`src/rtl/serial_subtractor_if.sv`:
```
// Operand/result bundle for the bit-serial subtractor.
// The controller side drives the operands and start; the subtractor side returns status and result.
interface serial_subtractor_if #(
  parameter int WIDTH = 8
);
  logic             start;
  logic [WIDTH-1:0] a;
  logic [WIDTH-1:0] b;
  logic             borrow_in;
  logic             busy;
  logic             done;
  logic [WIDTH-1:0] diff;
  logic             borrow_out;
  logic             ovf;

  modport master (
    output start, a, b, borrow_in,
    input  busy, done, diff, borrow_out, ovf
  );

  modport slave (
    input  start, a, b, borrow_in,
    output busy, done, diff, borrow_out, ovf
  );
endinterface

```
`src/rtl/serial_subtractor.sv`:
```
// Bit-serial subtractor: diff = a - b - borrow_in, one bit per clock, LSB first.
// A single full-subtractor cell feeds a borrow flop; the result is held until the next accepted start.
module serial_subtractor #(
  parameter  int WIDTH = 8,
  localparam int CNT_W = $clog2(WIDTH + 1)
) (
  input  logic                 clk,
  input  logic                 rst_n,
  serial_subtractor_if.slave   bus
);

  typedef enum logic {IDLE = 1'b0, RUN = 1'b1} state_t;

  state_t             state_q, state_d;
  logic [WIDTH-1:0]   a_sh_q, a_sh_d;
  logic [WIDTH-1:0]   b_sh_q, b_sh_d;
  logic [WIDTH-1:0]   res_sh_q, res_sh_d;
  logic               br_q, br_d;
  logic [CNT_W-1:0]   count_q, count_d;
  logic [WIDTH-1:0]   diff_q, diff_d;
  logic               borrow_out_q, borrow_out_d;
  logic               ovf_q, ovf_d;
  logic               done_q, done_d;
  logic               busy;

  logic               last_bit;
  logic               diff_bit;
  logic               br_next;

  assign last_bit = (state_q == RUN) && (count_q == CNT_W'(WIDTH - 1));
  assign diff_bit = a_sh_q[0] ^ b_sh_q[0] ^ br_q;
  assign br_next  = (~a_sh_q[0] & b_sh_q[0]) | (~(a_sh_q[0] ^ b_sh_q[0]) & br_q);

  // State register
  always_ff @(posedge clk or negedge rst_n) begin
    if (!rst_n) begin
      state_q <= IDLE;
    end else begin
      state_q <= state_d;
    end
  end

  // Next-state logic
  always_comb begin
    state_d = state_q;
    case (state_q)
      IDLE:    if (bus.start) state_d = RUN;
      RUN:     if (last_bit)  state_d = IDLE;
      default: state_d = IDLE;
    endcase
  end

  // Output logic
  always_comb begin
    busy = (state_q == RUN);
  end

  // Datapath: capture on accepted start, shift one bit per RUN cycle
  always_comb begin
    a_sh_d       = a_sh_q;
    b_sh_d       = b_sh_q;
    res_sh_d     = res_sh_q;
    br_d         = br_q;
    count_d      = count_q;
    diff_d       = diff_q;
    borrow_out_d = borrow_out_q;
    ovf_d        = ovf_q;
    done_d       = 1'b0;
    if (state_q == IDLE) begin
      if (bus.start) begin
        a_sh_d   = bus.a;
        b_sh_d   = bus.b;
        br_d     = bus.borrow_in;
        res_sh_d = '0;
        count_d  = '0;
      end
    end else begin
      res_sh_d = {diff_bit, res_sh_q[WIDTH-1:1]};
      a_sh_d   = {1'b0, a_sh_q[WIDTH-1:1]};
      b_sh_d   = {1'b0, b_sh_q[WIDTH-1:1]};
      br_d     = br_next;
      count_d  = count_q + CNT_W'(1);
      if (last_bit) begin
        // On the last bit the shifter LSBs are the original operand MSBs.
        diff_d       = {diff_bit, res_sh_q[WIDTH-1:1]};
        borrow_out_d = br_next;
        ovf_d        = (a_sh_q[0] != b_sh_q[0]) && (diff_bit != a_sh_q[0]);
        done_d       = 1'b1;
      end
    end
  end

  always_ff @(posedge clk or negedge rst_n) begin
    if (!rst_n) begin
      a_sh_q       <= '0;
      b_sh_q       <= '0;
      res_sh_q     <= '0;
      br_q         <= 1'b0;
      count_q      <= '0;
      diff_q       <= '0;
      borrow_out_q <= 1'b0;
      ovf_q        <= 1'b0;
      done_q       <= 1'b0;
    end else begin
      a_sh_q       <= a_sh_d;
      b_sh_q       <= b_sh_d;
      res_sh_q     <= res_sh_d;
      br_q         <= br_d;
      count_q      <= count_d;
      diff_q       <= diff_d;
      borrow_out_q <= borrow_out_d;
      ovf_q        <= ovf_d;
      done_q       <= done_d;
    end
  end

  assign bus.busy       = busy;
  assign bus.done       = done_q;
  assign bus.diff       = diff_q;
  assign bus.borrow_out = borrow_out_q;
  assign bus.ovf        = ovf_q;

endmodule
```
`src/flat_wrapper.sv`:
```
// flat-port wrapper written by rule: the top's interface ports become plain ports
module serial_subtractor_flat 
#(
  parameter  int WIDTH = 8,
  localparam int CNT_W = $clog2(WIDTH + 1)
)
  (clk, rst_n, bus_start, bus_a, bus_b, bus_borrow_in, bus_busy, bus_done, bus_diff, bus_borrow_out, bus_ovf);
  serial_subtractor_if #(.WIDTH(WIDTH)) bus_i ();
  input  logic clk;
  input  logic rst_n;
  input wire logic [$bits(bus_i.start)-1:0] bus_start;
  input wire logic [$bits(bus_i.a)-1:0] bus_a;
  input wire logic [$bits(bus_i.b)-1:0] bus_b;
  input wire logic [$bits(bus_i.borrow_in)-1:0] bus_borrow_in;
  output wire logic [$bits(bus_i.busy)-1:0] bus_busy;
  output wire logic [$bits(bus_i.done)-1:0] bus_done;
  output wire logic [$bits(bus_i.diff)-1:0] bus_diff;
  output wire logic [$bits(bus_i.borrow_out)-1:0] bus_borrow_out;
  output wire logic [$bits(bus_i.ovf)-1:0] bus_ovf;
  assign bus_i.start = bus_start;
  assign bus_i.a = bus_a;
  assign bus_i.b = bus_b;
  assign bus_i.borrow_in = bus_borrow_in;
  assign bus_busy = bus_i.busy;
  assign bus_done = bus_i.done;
  assign bus_diff = bus_i.diff;
  assign bus_borrow_out = bus_i.borrow_out;
  assign bus_ovf = bus_i.ovf;
  serial_subtractor #(.WIDTH(WIDTH)) u_core (.clk(clk), .rst_n(rst_n), .bus(bus_i));
endmodule
```
`config.mk`:
```
export PLATFORM = sky130hd
export DESIGN_NAME = serial_subtractor_flat
export DESIGN_NICKNAME = d
export VERILOG_FILES = /design/src/rtl/serial_subtractor_if.sv /design/src/rtl/serial_subtractor.sv /design/src/flat_wrapper.sv
export SDC_FILE = /design/constraint.sdc
export NUM_CORES = 1
export LEC_CHECK = 0
export ABC_AREA = 1
export ABC_CLOCK_PERIOD_IN_PS = 1700
export CAP_MARGIN = 20
export CORE_MARGIN = 2
export CORE_UTILIZATION = 45
export CTS_CLUSTER_DIAMETER = 120
export DETAILED_ROUTE_END_ITERATION = 8
export PLACE_DENSITY = 0.7
export SLEW_MARGIN = 15
export SYNTH_ARGS = -nofsm -noshare
export SYNTH_HDL_FRONTEND = slang
export SYNTH_SLANG_ARGS = --single-unit
```
`constraint.sdc`:
```
create_clock -name clk -period 1.7 [get_ports clk]
set_input_delay 0.255 -clock clk [delete_from_list [all_inputs] [get_ports clk]]
set_output_delay 0.255 -clock clk [all_outputs]
set_load 0.1 [all_outputs]
```
==> run summary, run 1 <==
The average instance area after synthesis came out at 9.30 µm². Across the routed clock network, the largest skew measured is 0.00280 ns. The average wire per cell in the routed design came out at 12.7 µm. The total leakage power came out at 0.00110 µW. The number of H-tree branching levels is 2.

The HPWL after detailed placement is 2.37 mm. The count of distinct cell types in the synthesized netlist is 19. The master cell of the clock root buffer is clkbuf_8. The final setup violation count is 0. The multi-input logic area came out at 601 µm².

The worst path needs 1.46 ns of the cycle, external delays included. By area the synthesized netlist is led by dfrtp_1, nand2_1, o21ai_2. The netlist area before placement is 1710 µm². Data on the critical path arrives at its endpoint at 1.67 ns.

The post-CTS repair timing setup buffer count is 0. Across every metal layer, demand over resource in global routing totals 18.5%. The diode insertion count for antenna repair came out at 0. For this design the ratio of total power to cell area is 2070 nW/µm². The die is 65.7 µm wide. The largest individual stage delay along the critical path comes from the cell dfrtp_1. The library cells used most frequently in the layout, excluding fill and tap cells, are nand2_1, dfrtp_1, clkdlybuf4s50_1. Across the run, the number of max-cap violations was 0. The number of rows in the core area came out at 22. The global-route wire length before repair is 5.96 mm. The detailed-routing iteration count for the pre-antenna-repair pass came out at 4. The routability-driven placement congestion ratio is 0.763.

STA puts the critical path data required time at 1.91 ns. The largest fanout of any net on the critical path is 19. The total number of yosys warnings came out at 0. In this run the remaining antenna-violating nets after routing total 0. Walking the worst path, the cells encountered are ha_1, nand2_1, inv_1, nand2_2, nand2_1, o21ai_2. The register area came out at 1000 µm². The area growth from synthesis to final layout is 34.2%. Among the stages of the critical path, the cell type that occurs most often is nand2_1. The placed cell area came out at 2190 µm². The number of top-level pins is 32. The region available for standard cell placement spans 3660 µm². Measured against its own limit, the worst slew margin works out to 70.5%.

The post-route cell area came out at 2300 µm². The path type of the worst min-delay path is primary input to asynchronous set/reset pin. The clock latency at the later pin of the worst-skew pair came out at 0.29 ns.

The layout has 313 filler cells. The worst setup path is launched from a register. The total DRC errors in the routed layout is 0. After detailed routing, the number of vias per cell comes to 4.94. After the first detailed-routing iteration, the DRC count stood at 62. The initial antenna violation count came out at 0. The run finished with clean final reports.

The transition time at the pin with the least slew margin came out at 0.441 ns. The count of buffers from port buffering came out at 31. The share of Yosys cell area claimed by the top area cell type came out at 58.5%.

The reg2reg setup slack is 0.24 ns. Counting along the longest clock path gives a buffer depth of 2. In the final design database the tool counted 243 nets. The number of max-slew violations in the final report came out at 0.

Entering global routing, the biggest net connects 41 pins. The most common cell after layout, fill and taps aside is nand2_1. The fraction of the cycle the final worst path needs came out at 85.6%. The final hold violation count is 0. The synthesized instance count is 184. The number of gates given a new drive strength after cts is 0.

Setup repair after global routing left no endpoint under its margin. The routed wire length came out at 3.41 mm. The highest achievable clock rate came out at 0.687 GHz. The remaining global-route overflow came out at 0. Synthesis produced a netlist with a net count of 207.

The clock net in this run drives a total of 40 sinks. The number of global-route vias before repair is 1300. The die area came out at 4310 µm². TritonCTS built the clock tree. Of all cell types, the one taking the most synthesized area is dfrtp_1.

The delay contributed by the slowest stage of the critical path came out at 0.41 ns. The worst setup path is captured at a register. By startpoint and endpoint, the worst setup path is classified as register to register. The register bit total from synthesis came out at 40. Once the floorplan was initialized, standard cells occupied 46.8% of the core.

The clock slew seen by the registers of the worst setup and hold paths came out at 0.07 ns. The setup TNS after final layout came out at 0 ns. The ratio of cells with drive above 1 in the final layout came out at 17.6%. The number of clock buffers added by TritonCTS is 5. The die is 65.7 µm tall. After clock tree synthesis, the flow added hold-fix buffers numbering 1. The overall via count from detail_route came out at 1329.

The sequential share of the synthesized area came out at 58.5%. IR analysis of the VDD net gives a maximum drop of 0.843 mV.
final cells by class:
cell class | count | area share, %
Clock inverter | 2 | 0.436
Timing Repair Buffer | 35 | 20.5
Clock buffer | 6 | 3.59
Tap cell | 48 | 2.61
Multi-Input combinational cell | 119 | 26.1
Inverter | 19 | 3.10
Sequential cell | 40 | 43.6
metrics by stage:
stage / util, % / instances / hold WS (ns) / total power [µW] / worst slack [ns]
CTS: 62.7 / 269 / 0.456 / 4810 / 0.216
global route: 62.7 / 269 / 0.480 / 5070 / 0.140
detailed placement: 59.9 / 260 / 0.242 / 4150 / 0.174
finish: 62.7 / 269 / 0.459 / 4760 / 0.244
floorplan: - / 184 / -0.0406 / 3300 / 0.252
global placement: 59.9 / 260 / 0.235 / 4070 / 0.249
cell families (layout without fill, tap and decap cells):
kind of cell               count (synthesis)  count (layout)  synth area share [%]
adders and majority gates                  3               3                  2.63
buffers and inverters                     25              62                  6.43
AOI/OAI and AO/OA                         24              24                  10.3
and+or+nand+nor                           92              92                  22.1
DFF                                       40              40                  58.5
critical path: cells and delay by family, from the launching register on:
kind / cells / cell delay, ns
fa+ha+maj: 1 / 0.22
buf+inv: 1 / 0.06
simple gates: 3 / 0.61
flops: 1 / 0.41
compound gates: 1 / 0.09
cells in the mapped netlist (all sizes together):
library cell / n
o21ai: 11
o22ai: 7
a22o: 1
o211ai: 4
inv: 19
buf: 5
a21oi: 1
dfrtp: 40
clkbuf: 1
nand3: 13
nor2: 8
nand2: 71
fa: 1
ha: 2
path summary, 6_finish.rpt:
kind | startpoint | cells past startpoint | endpoint
worst max-delay path | u_core.count_q[0] | 6 | u_core.bus.diff[4]
worst max register to register | u_core.count_q[0] | 6 | u_core.bus.diff[4]
min in group clk | u_core.a_sh_q[5] | 2 | u_core.a_sh_q[4]
worst min register to register | u_core.a_sh_q[5] | 2 | u_core.a_sh_q[4]
worst min-delay path | rst_n | 3 | u_core.a_sh_q[4]
max in group asynchronous | rst_n | 3 | u_core.bus.busy
report_power, final:
part / switching [µW] / total [µW] / internal [µW] / leakage, µW
Sequential: 258 / 1590 / 1330 / 0.000514
Clock: 310 / 634 / 323 / 0.0000510
Combinational: 1630 / 2530 / 905 / 0.000536
Total: 2200 / 4760 / 2560 / 0.00110
registers in the layout, indices dropped and copies added, names as in the netlist:
signal / flops
u_core.bus.diff: 8
u_core.count_q: 4
u_core.bus.busy: 1
u_core.br_q: 1
u_core.a_sh_q: 8
u_core.b_sh_q: 8
u_core.bus.borrow_out: 1
u_core.bus.done: 1
u_core.bus.ovf: 1
u_core.res_sh_q: 7
layer usage:
metal  routed length [µm]  vias to the layer above  GRT usage [%]
li1                     -                      653              -
met1                 1420                      634           22.4
met2                 1760                       35           30.8
met3                  167                        7           5.31
met4                   69                        0           7.81
met5                    0                        -              0
Power figures use the tool's default switching activity.
==> run 2: changes to the inputs <==
SKIP_CTS_REPAIR_TIMING = 1   (was default)
==> run summary, run 2 (synthesis gave the netlist of run 1 again) <==
The run finished with clean final reports. The area growth from synthesis to final layout came out at 34.2%. The highest achievable clock rate came out at 0.686 GHz. The worst-case IR drop observed on VDD is 0.837 mV.

The clock slew seen by the registers of the worst setup and hold paths came out at 0.07 ns. The final worst-path setup slack came out at 0.242 ns. The fraction of the cycle the final worst path needs came out at 85.8%. The worst setup slack after placement came out at 0.174 ns. The internal portion of the total power is 2560 µW. Data arrives at the worst endpoint at 1.67 ns. The path class of the tightest hold or removal check is primary input to asynchronous set/reset pin. The initial cell density of the core came out at 46.8%. The chip height is 65.7 µm. The antenna violation net count after detailed routing is 0. Tracing the worst setup path back leads to its startpoint at u_core.count_q[0]. The setup TNS after final layout came out at 0 ns. The number of H-tree branching levels is 2. For this run, the detailed router's first-pass iteration total came to 4. STA classifies the critical path endpoint as a register.

The clock latency at the later pin of the worst-skew pair is 0.29 ns. Setup repair after global routing left no endpoint under its margin. The net count reported at finish is 243.

Summed over all cells, the static leakage comes to 0.00110 µW. The worst clock skew is 0.00305 ns. The routability-driven placement congestion ratio is 0.763. In this run the worst path has a maximum fanout of 19. Leaving out fill and tap cells, the most frequent cells in the layout are nand2_1, dfrtp_1, clkdlybuf4s50_1. The minimum clock period is 1.46 ns.

Traced cell by cell, the critical path runs through ha_1, nand2_1, inv_1, nand2_2, nand2_1, o21ai_2. The total power divided by cell area is 2070 nW/µm². The routed wire length came out at 3.40 mm. Global routing finished with a remaining overflow of 0. The core box area came out at 3660 µm².

The number of sinks driven by the clock tree came out at 40. The headroom to the max-slew limit is 70.3%. The startpoint type of the worst setup path is a register. The transition time at the pin with the least slew margin came out at 0.444 ns. The clock passes through at most 2 buffers. The HPWL after detailed placement is 2.37 mm. The total clock buffers created by CTS came out at 5.

The clock share of power is 13.3%. Setup violations remaining at the end of the flow were counted as 0. Combinational cells account for 53.3% of the total power. The number of global-route vias before repair is 1289.

For this block, the initial DRC count from the detailed router was 67. Dividing the detail-routed wire length by the instance count gives 12.6 µm. Among the stages of the critical path, the cell type that occurs most often is nand2_1. The final hold violation count is 0. The repair_antennas step left the layout with diodes totalling 0. The die area came out at 4310 µm². The global-route wire length before repair is 5.93 mm. The total DRC errors in the routed layout came out at 0. Across the run, the number of max-cap violations was 0. The number of max-slew violations in the final report came out at 0.

The overall via count from detail_route is 1316. Measured along the x axis, the die boundary spans 65.7 µm. The root buffer cell chosen for the clock tree is clkbuf_8. The combined global-route utilization of all metal layers is 18.4%.

Buffers placed on the I/O ports in this run total 31. The number of rows in the core area came out at 22. The routed via count divided by cell count is 4.89. TritonCTS built the clock tree.

Entering global routing, the biggest net connects 41 pins. Among all stages on the critical path, the largest delay is contributed by dfrtp_1. The switching power share of the total is 46.1%. The number of top-level pins is 32. At the worst endpoint, the required time is 1.91 ns. Across all hold checks on the routed design, the worst slack comes to 0.460 ns. On the worst path, the slowest cell contributes a delay of 0.41 ns. The critical path in this run is classified as register to register. Leaving out fill and tap cells, the most frequent cell in the layout is nand2_1. The switching power of the nets is 2190 µW. The initial antenna violation count came out at 0. Sequential cells account for 33.4% of the total power. The startpoint identified for the worst register-to-register timing path is u_core.count_q[0]. The ratio of cells with drive above 1 in the final layout came out at 17.6%.
[run 2: cell counts in the layout (fill, tap and decap cells not counted)]
No cell type changed its count.
[run 2: power by group through the flow]
stage / Clock (µW) / Sequential, µW / Combinational (µW)
after floorplan: 0 / 2350 / 950
after global placement: 0 / 1590 / 2480
after detailed placement: 0 / 1600 / 2540
after CTS: 657 / 1590 / 2560
after global routing: 705 / 1640 / 2730
final: 632 / 1590 / 2530
[run 2: worst paths after layout]
path                                           end  slack (ns)  depth (start not counted)
min in group clk                  u_core.a_sh_q[4]        0.49                          2
worst max-delay path            u_core.bus.diff[4]        0.24                          6
worst min register to register    u_core.a_sh_q[4]        0.49                          2
max in group asynchronous          u_core.bus.busy        1.03                          3
worst max register to register  u_core.bus.diff[4]        0.24                          6
worst min-delay path              u_core.a_sh_q[4]        0.46                          3
[run 2: critical path: cells and delay by family, from the launching register on]
family,cells,cell delay (ns)
adders and majority gates,1,0.22
AOI/OAI and AO/OA,1,0.09
and+or+nand+nor,3,0.61
DFF,1,0.41
buffers and inverters,1,0.06
[run 2: stage by stage]
| stage | instances | utilization [%] | power [µW] | instance area (µm²) |
|---|---|---|---|---|
| floorplan | 184 | - | 3300 | 1710 |
| detailed placement | 260 | 59.9 | 4150 | 2190 |
| global placement | 260 | 59.9 | 4070 | 2190 |
| CTS | 268 | 62.5 | 4810 | 2290 |
| finish | 269 | 62.7 | 4750 | 2300 |
| global route | 269 | 62.7 | 5070 | 2300 |
[run 2: final cells by class]
| class | instances | area, µm² |
|---|---|---|
| Clock inverter | 2 | 10.0 |
| Sequential cell | 40 | 1000 |
| Inverter | 19 | 71.3 |
| Multi-Input combinational cell | 119 | 601 |
| Tap cell | 48 | 60.1 |
| Timing Repair Buffer | 35 | 470 |
| Fill cell | 313 | 1360 |
| Clock buffer | 6 | 82.6 |
[run 2: metal layers]
layer | part of all wire (%) | vias up | track usage (%)
li1 | - | 653 | -
met1 | 42 | 626 | 22.5
met2 | 52 | 30 | 30.4
met3 | 4.4 | 7 | 5.31
met4 | 2.0 | 0 | 7.81
met5 | 0 | - | 0
==> RTL edit 1 (settings of run 2) <==
`WIDTH` is set to 8 in 3 places; all go to 4.
--- a/src/rtl/serial_subtractor_if.sv
+++ b/src/rtl/serial_subtractor_if.sv
@@ -2,5 +2,5 @@
 // The controller side drives the operands and start; the subtractor side returns status and result.
 interface serial_subtractor_if #(
-  parameter int WIDTH = 8
+  parameter int WIDTH = 4
 );
   logic             start;
--- a/src/rtl/serial_subtractor.sv
+++ b/src/rtl/serial_subtractor.sv
@@ -2,5 +2,5 @@
 // A single full-subtractor cell feeds a borrow flop; the result is held until the next accepted start.
 module serial_subtractor #(
-  parameter  int WIDTH = 8,
+  parameter  int WIDTH = 4,
   localparam int CNT_W = $clog2(WIDTH + 1)
 ) (
--- a/src/flat_wrapper.sv
+++ b/src/flat_wrapper.sv
@@ -2,5 +2,5 @@
 module serial_subtractor_flat 
 #(
-  parameter  int WIDTH = 8,
+  parameter  int WIDTH = 4,
   localparam int CNT_W = $clog2(WIDTH + 1)
 )
Ports: changed (resized bus_a, bus_b and bus_diff); port bits go from 32 to 20. No check against the original RTL was run, so the function may have changed too.
==> RTL edit 1 against run 2 <==
Design area decreased by 41%; highest routed layer unchanged; synthesized area fell by 39%; count of clock-buffer cells in the layout is 2 lower; wire length is 50% lower; sequential cell count down 17; sequential share of layout area is 0.92 points lower; setup slack gained 0.054 ns; clock power down 62%; global-route usage down 3.2 points; power decreased by 39%.
==> RTL edit 1: results (changes against run 2) <==
# H-tree levels=1 (-1); outcome=finished clean; switching power=0.00141 W (-36%); largest net degree at the start of global routing=24 (-41%); CP delay by family, top=buffers and inverters; Critical Path Source=u_core.bus.busy$_DFF_PN0_; global-route wire length before repair=3.04 mm (-49%); vias in the first global route=695 (-46%); Synth top cells by count=33 x nand2_1, 23 x dfrtp_1, 16 x nand3_1; register clock-pin slew on the reported worst setup and hold paths=0.11 ns (+0.04 ns); vias=758 (-42%); Root Buffer=clkbuf_4; GRT Total Usage=0.152 (-0.0321); Vias/cell=4.86 (-0.68%); CP Max Fanout=10 (-9); Seq/Total Area, Yosys=0.548 (-0.0365); Fill cells=214 (-32%); layout cell share with drive strength beyond 1=0.172 (-0.00460); DRT iter0 DRCs=15 (-78%); worst ir drop on vdd=1.25 mV (+49%); placer congestion estimate=0.762 (-0.14%); static leakage=0.655 nW (-41%); FF-to-FF Start=u_core.br_q$_DFFE_PN0P_; Post-Syn Instances=107 (-42%); HPWL after DPL=1.28 mm (-46%)
==> RTL edit 1: cell types whose count changed after synthesis, moves of 4 or more <==
| cell | run 2 | this run |
|---|---|---|
| o21ai_2 | 9 | 5 |
| nor2_1 | 6 | 2 |
| inv_1 | 17 | 10 |
| nand2_1 | 70 | 33 |
| dfrtp_1 | 40 | 23 |
| o211ai_1 | 4 | 0 |
==> RTL edit 1: kinds of logic after synthesis <==
group	after synthesis	share of synthesized area
AOI/OAI and AO/OA	10	0.0703
adders and majority gates	4	0.0548
buffers and inverters	16	0.0977
DFF	23	0.548
and+or+nand+nor	54	0.229
==> RTL edit 1: final cells by class <==
| class | count | area (sq um) | area share |
|---|---|---|---|
| inverter | 11 | 46.3 | 0.0344 |
| sequential | 23 | 576 | 0.427 |
| clock buffer | 4 | 26.3 | 0.0195 |
| tap | 28 | 35.0 | 0.0260 |
| multi-input combinational | 68 | 372 | 0.276 |
| timing repair buffer | 22 | 293 | 0.217 |
==> RTL edit 1: worst paths after layout <==
kind,endpoint,slack (ns),depth (start not counted)
max in group asynchronous,u_core.b_sh_q[0]$_DFFE_PN0P_,1.19,2
max,bus_busy,0.30,2
min,u_core.bus.diff[0]$_DFFE_PN0P_,0.28,2
min reg2reg,u_core.b_sh_q[3]$_DFFE_PN0P_,0.48,2
min in group clk,u_core.b_sh_q[3]$_DFFE_PN0P_,0.48,2
max reg2reg,u_core.bus.ovf$_DFFE_PN0P_,0.37,7
==> RTL edit 1: power by group through the flow <==
| stage | logic (W) | clock network, W | registers, W |
|---|---|---|---|
| after global placement | 0.00170 | 0 | 0.000930 |
| after CTS | 0.00174 | 0.000257 | 0.000932 |
| after floorplan | 0.000715 | 0 | 0.00147 |
| after detailed placement | 0.00174 | 0 | 0.000944 |
| after global routing | 0.00185 | 0.000286 | 0.000960 |
| final | 0.00172 | 0.000243 | 0.000929 |
==> RTL edit 1: metal layers <==
metal,global-route usage,vias to the layer above,wire (um)
met5,0,-,0
met4,0.0641,0,21
met3,0.0371,3,82
met2,0.256,18,814
met1,0.185,349,771
li1,-,388,-
==> RTL edit 1: worst register-to-register path, delay by kind of cell, from the launching register on <==
| family | cells | cell delay (ns) |
|---|---|---|
| DFF | 1 | 0.36 |
| and+or+nand+nor | 4 | 0.20 |
| adders and majority gates | 1 | 0.55 |
| buffers and inverters | 2 | 0.14 |
==> RTL edit 1: through the flow <==
step	cell area (sq um)	setup slack, ns
floorplan	1050	0.0836
global placement	1320	0.364
detailed placement	1320	0.362
CTS	1350	0.280
global route	1350	0.217
finish	1350	0.296
==> RTL edit 2 (flow settings as in run 2) <==
Made on the original files. Make the reset (`rst_n`) synchronous in 2 clocked blocks.
--- a/src/rtl/serial_subtractor.sv
+++ b/src/rtl/serial_subtractor.sv
@@ -33,5 +33,5 @@
 
   // State register
-  always_ff @(posedge clk or negedge rst_n) begin
+  always_ff @(posedge clk) begin
     if (!rst_n) begin
       state_q <= IDLE;
@@ -91,5 +91,5 @@
   end
 
-  always_ff @(posedge clk or negedge rst_n) begin
+  always_ff @(posedge clk) begin
     if (!rst_n) begin
       a_sh_q       <= '0;
Formal check against the unedited RTL: differs if rst_n is asserted again (counterexample within 4 cycles, from zero or initial values and one cycle with rst_n low); with rst_n held inactive, the same outputs for 10 cycles.
==> RTL edit 2 against run 2 <==
Setup slack worse by 0.037 ns; sequential cell count unchanged; design area rose by 0.76%; core utilization down 0.46 points; wire length decreased by 1.8%; sequential share of layout area fell by 9.0 points; synthesized area increased by 3.9%.
Power is not compared: it rests on default switching activity, and its combinational part moved more than twofold at a synthesized area within 25%.
==> RTL edit 2: results (changes against run 2) <==
outcome=finished clean; Slew headroom=0.762 (+0.0588); CP max stage delay=0.51 ns (+0.10 ns); top area cells in the synthesized netlist=dfxtp_1 45%, nand2_1 18%, nand3_1 14%; Wirelength per Cell=10.2 um (-19%); GRT Total Usage=0.169 (-0.0157); Fill cells=343 (+9.6%); register clock-pin slew on the reported worst setup and hold paths=0.07 ns (about the same); ys flop type=dfxtp_1; Yosys warning total=0 (unchanged); IO Port Bufs=31 (unchanged); Vias/cell=4.82 (-1.5%); FF-to-FF Start=u_core.b_sh_q[0]$_SDFFE_PN0P_; CP max stage cell=fa_1; Async S/R FF share, synth=0 (-1.00); reg-to-reg endpoint=u_core.bus.ovf$_SDFFE_PN0P_; placer congestion estimate=0.729 (-4.4%); worst ir drop on vdd=0.579 mV; Cells after DPL=320 (+23%); library cells used by synthesis=21 (+2); Hold EP=u_core.b_sh_q[7]$_SDFFE_PP0P_; # H-tree levels=2 (unchanged); cell depth of the worst flop-to-flop path=5 (-1); WHS=0.465 ns (+0.00496 ns); Net Count, Synth=270 (+30%); global-route wire length before repair=5.89 mm (-0.71%); number of iterations in the first detailed-routing pass=4 (unchanged); non-filler cells, final=327 (+22%); vias in the first global route=1428 (+11%); largest net degree at the start of global routing=39 (-4.9%); layout cell share with drive strength beyond 1=0.122 (-0.0546); Num CTS Buffers=5 (unchanged); hold depth=2; Clock Skew=0.00310 ns (+0.0000586 ns); Root Buffer=clkbuf_8; R2R Setup Slk=0.20 ns (-0.04 ns); Hold Path Class=register to register; CP Max Fanout=4 (-15); DRT iter0 DRCs=59 (-12%); HPWL after DPL=2.46 mm (+3.8%); syn_area_per_cell=7.20 sq um (-23%); Synth top cells by count=86 x nand2_1, 50 x nand3_1, 40 x dfxtp_1; Layout Nets=302 (+24%); number of synthesized flops with an enable pin=0 (unchanged); Hold Startpoint=u_core.b_sh_q[7]$_SDFFE_PP0P_; crit path DAT=1.66 ns; clk buf depth=2 (unchanged); Skew-Pair Late Insertion Delay=0.27 ns (-0.02 ns); Seq/Total Area, Yosys=0.450 (-0.134); CP delay by family, top=adder cells; antenna violations before repair=0 (unchanged); ANT cells=0 (unchanged); static leakage=1.09 nW
==> RTL edit 2: changes by cell type after synthesis, moves of 9 or more <==
cell	change
dfxtp_1	+40
o21ai_2	-9
nand3_1	+37
dfrtp_1	-40
a21oi_1	+9
nand2_1	+16
==> RTL edit 2: where the power goes <==
| part | internal [W] | switching (W) |
|---|---|---|
| Clock | 0.000279 | 0.000283 |
| Combinational | 0.000107 | 0.000119 |
| Sequential | 0.000967 | 0.0000250 |
| Total | 0.00135 | 0.000427 |
==> RTL edit 2: final cells by class <==
type / instances / area (sq um) / area share
sequential: 40 / 802 / 0.346
multi-input combinational: 166 / 768 / 0.332
timing repair buffer: 39 / 503 / 0.217
inverter: 27 / 104 / 0.0449
clock buffer: 6 / 72.6 / 0.0314
tap: 48 / 60.1 / 0.0259
clock inverter: 1 / 5.00 / 0.00216
==> RTL edit 2: routing by layer <==
| layer | share of wire | GRT usage |
|---|---|---|
| met5 | 0 | 0 |
| met1 | 0.48 | 0.219 |
| met2 | 0.48 | 0.279 |
| met3 | 0.026 | 0.0355 |
| met4 | 0.011 | 0.0536 |
==> RTL edit 2: worst register-to-register path: stages (launching register included) <==
cell     delay (ns)
dfxtp_1        0.37
inv_1          0.07
fa_1           0.51
or2_2          0.31
nand3_1        0.08
nand2_1        0.05
==> RTL edit 2: kinds of logic after synthesis <==
group                      synth area share
DFF                                   0.450
buffers and inverters                 0.118
AOI/OAI and AO/OA                    0.0331
adders and majority gates            0.0253
and+or+nand+nor                       0.374
==> RTL edit 2: worst max path at each step <==
stage | from | end | slack [ns]
after floorplan | u_core.bus.busy$_SDFF_PN0_ | u_core.bus.borrow_out$_SDFFE_PN0P_ | 0.27
after global placement | bus_start | u_core.a_sh_q[6]$_SDFFE_PN0P_ | 0.21
after detailed placement | bus_start | u_core.res_sh_q[4]$_SDFFE_PN0P_ | 0.17
after CTS | u_core.b_sh_q[0]$_SDFFE_PN0P_ | u_core.bus.ovf$_SDFFE_PN0P_ | 0.20
after global routing | u_core.b_sh_q[0]$_SDFFE_PN0P_ | u_core.bus.ovf$_SDFFE_PN0P_ | 0.13
final | u_core.b_sh_q[0]$_SDFFE_PN0P_ | u_core.bus.ovf$_SDFFE_PN0P_ | 0.20
==> RTL edit 2: stage by stage <==
stage	utilization	area [sq um]	setup WS [ns]
after detailed placement	0.602	2240	0.171
final	0.623	2310	0.205
after floorplan	-	1780	0.269
after CTS	0.623	2310	0.197
after global routing	0.623	2310	0.134
after global placement	0.602	2240	0.211
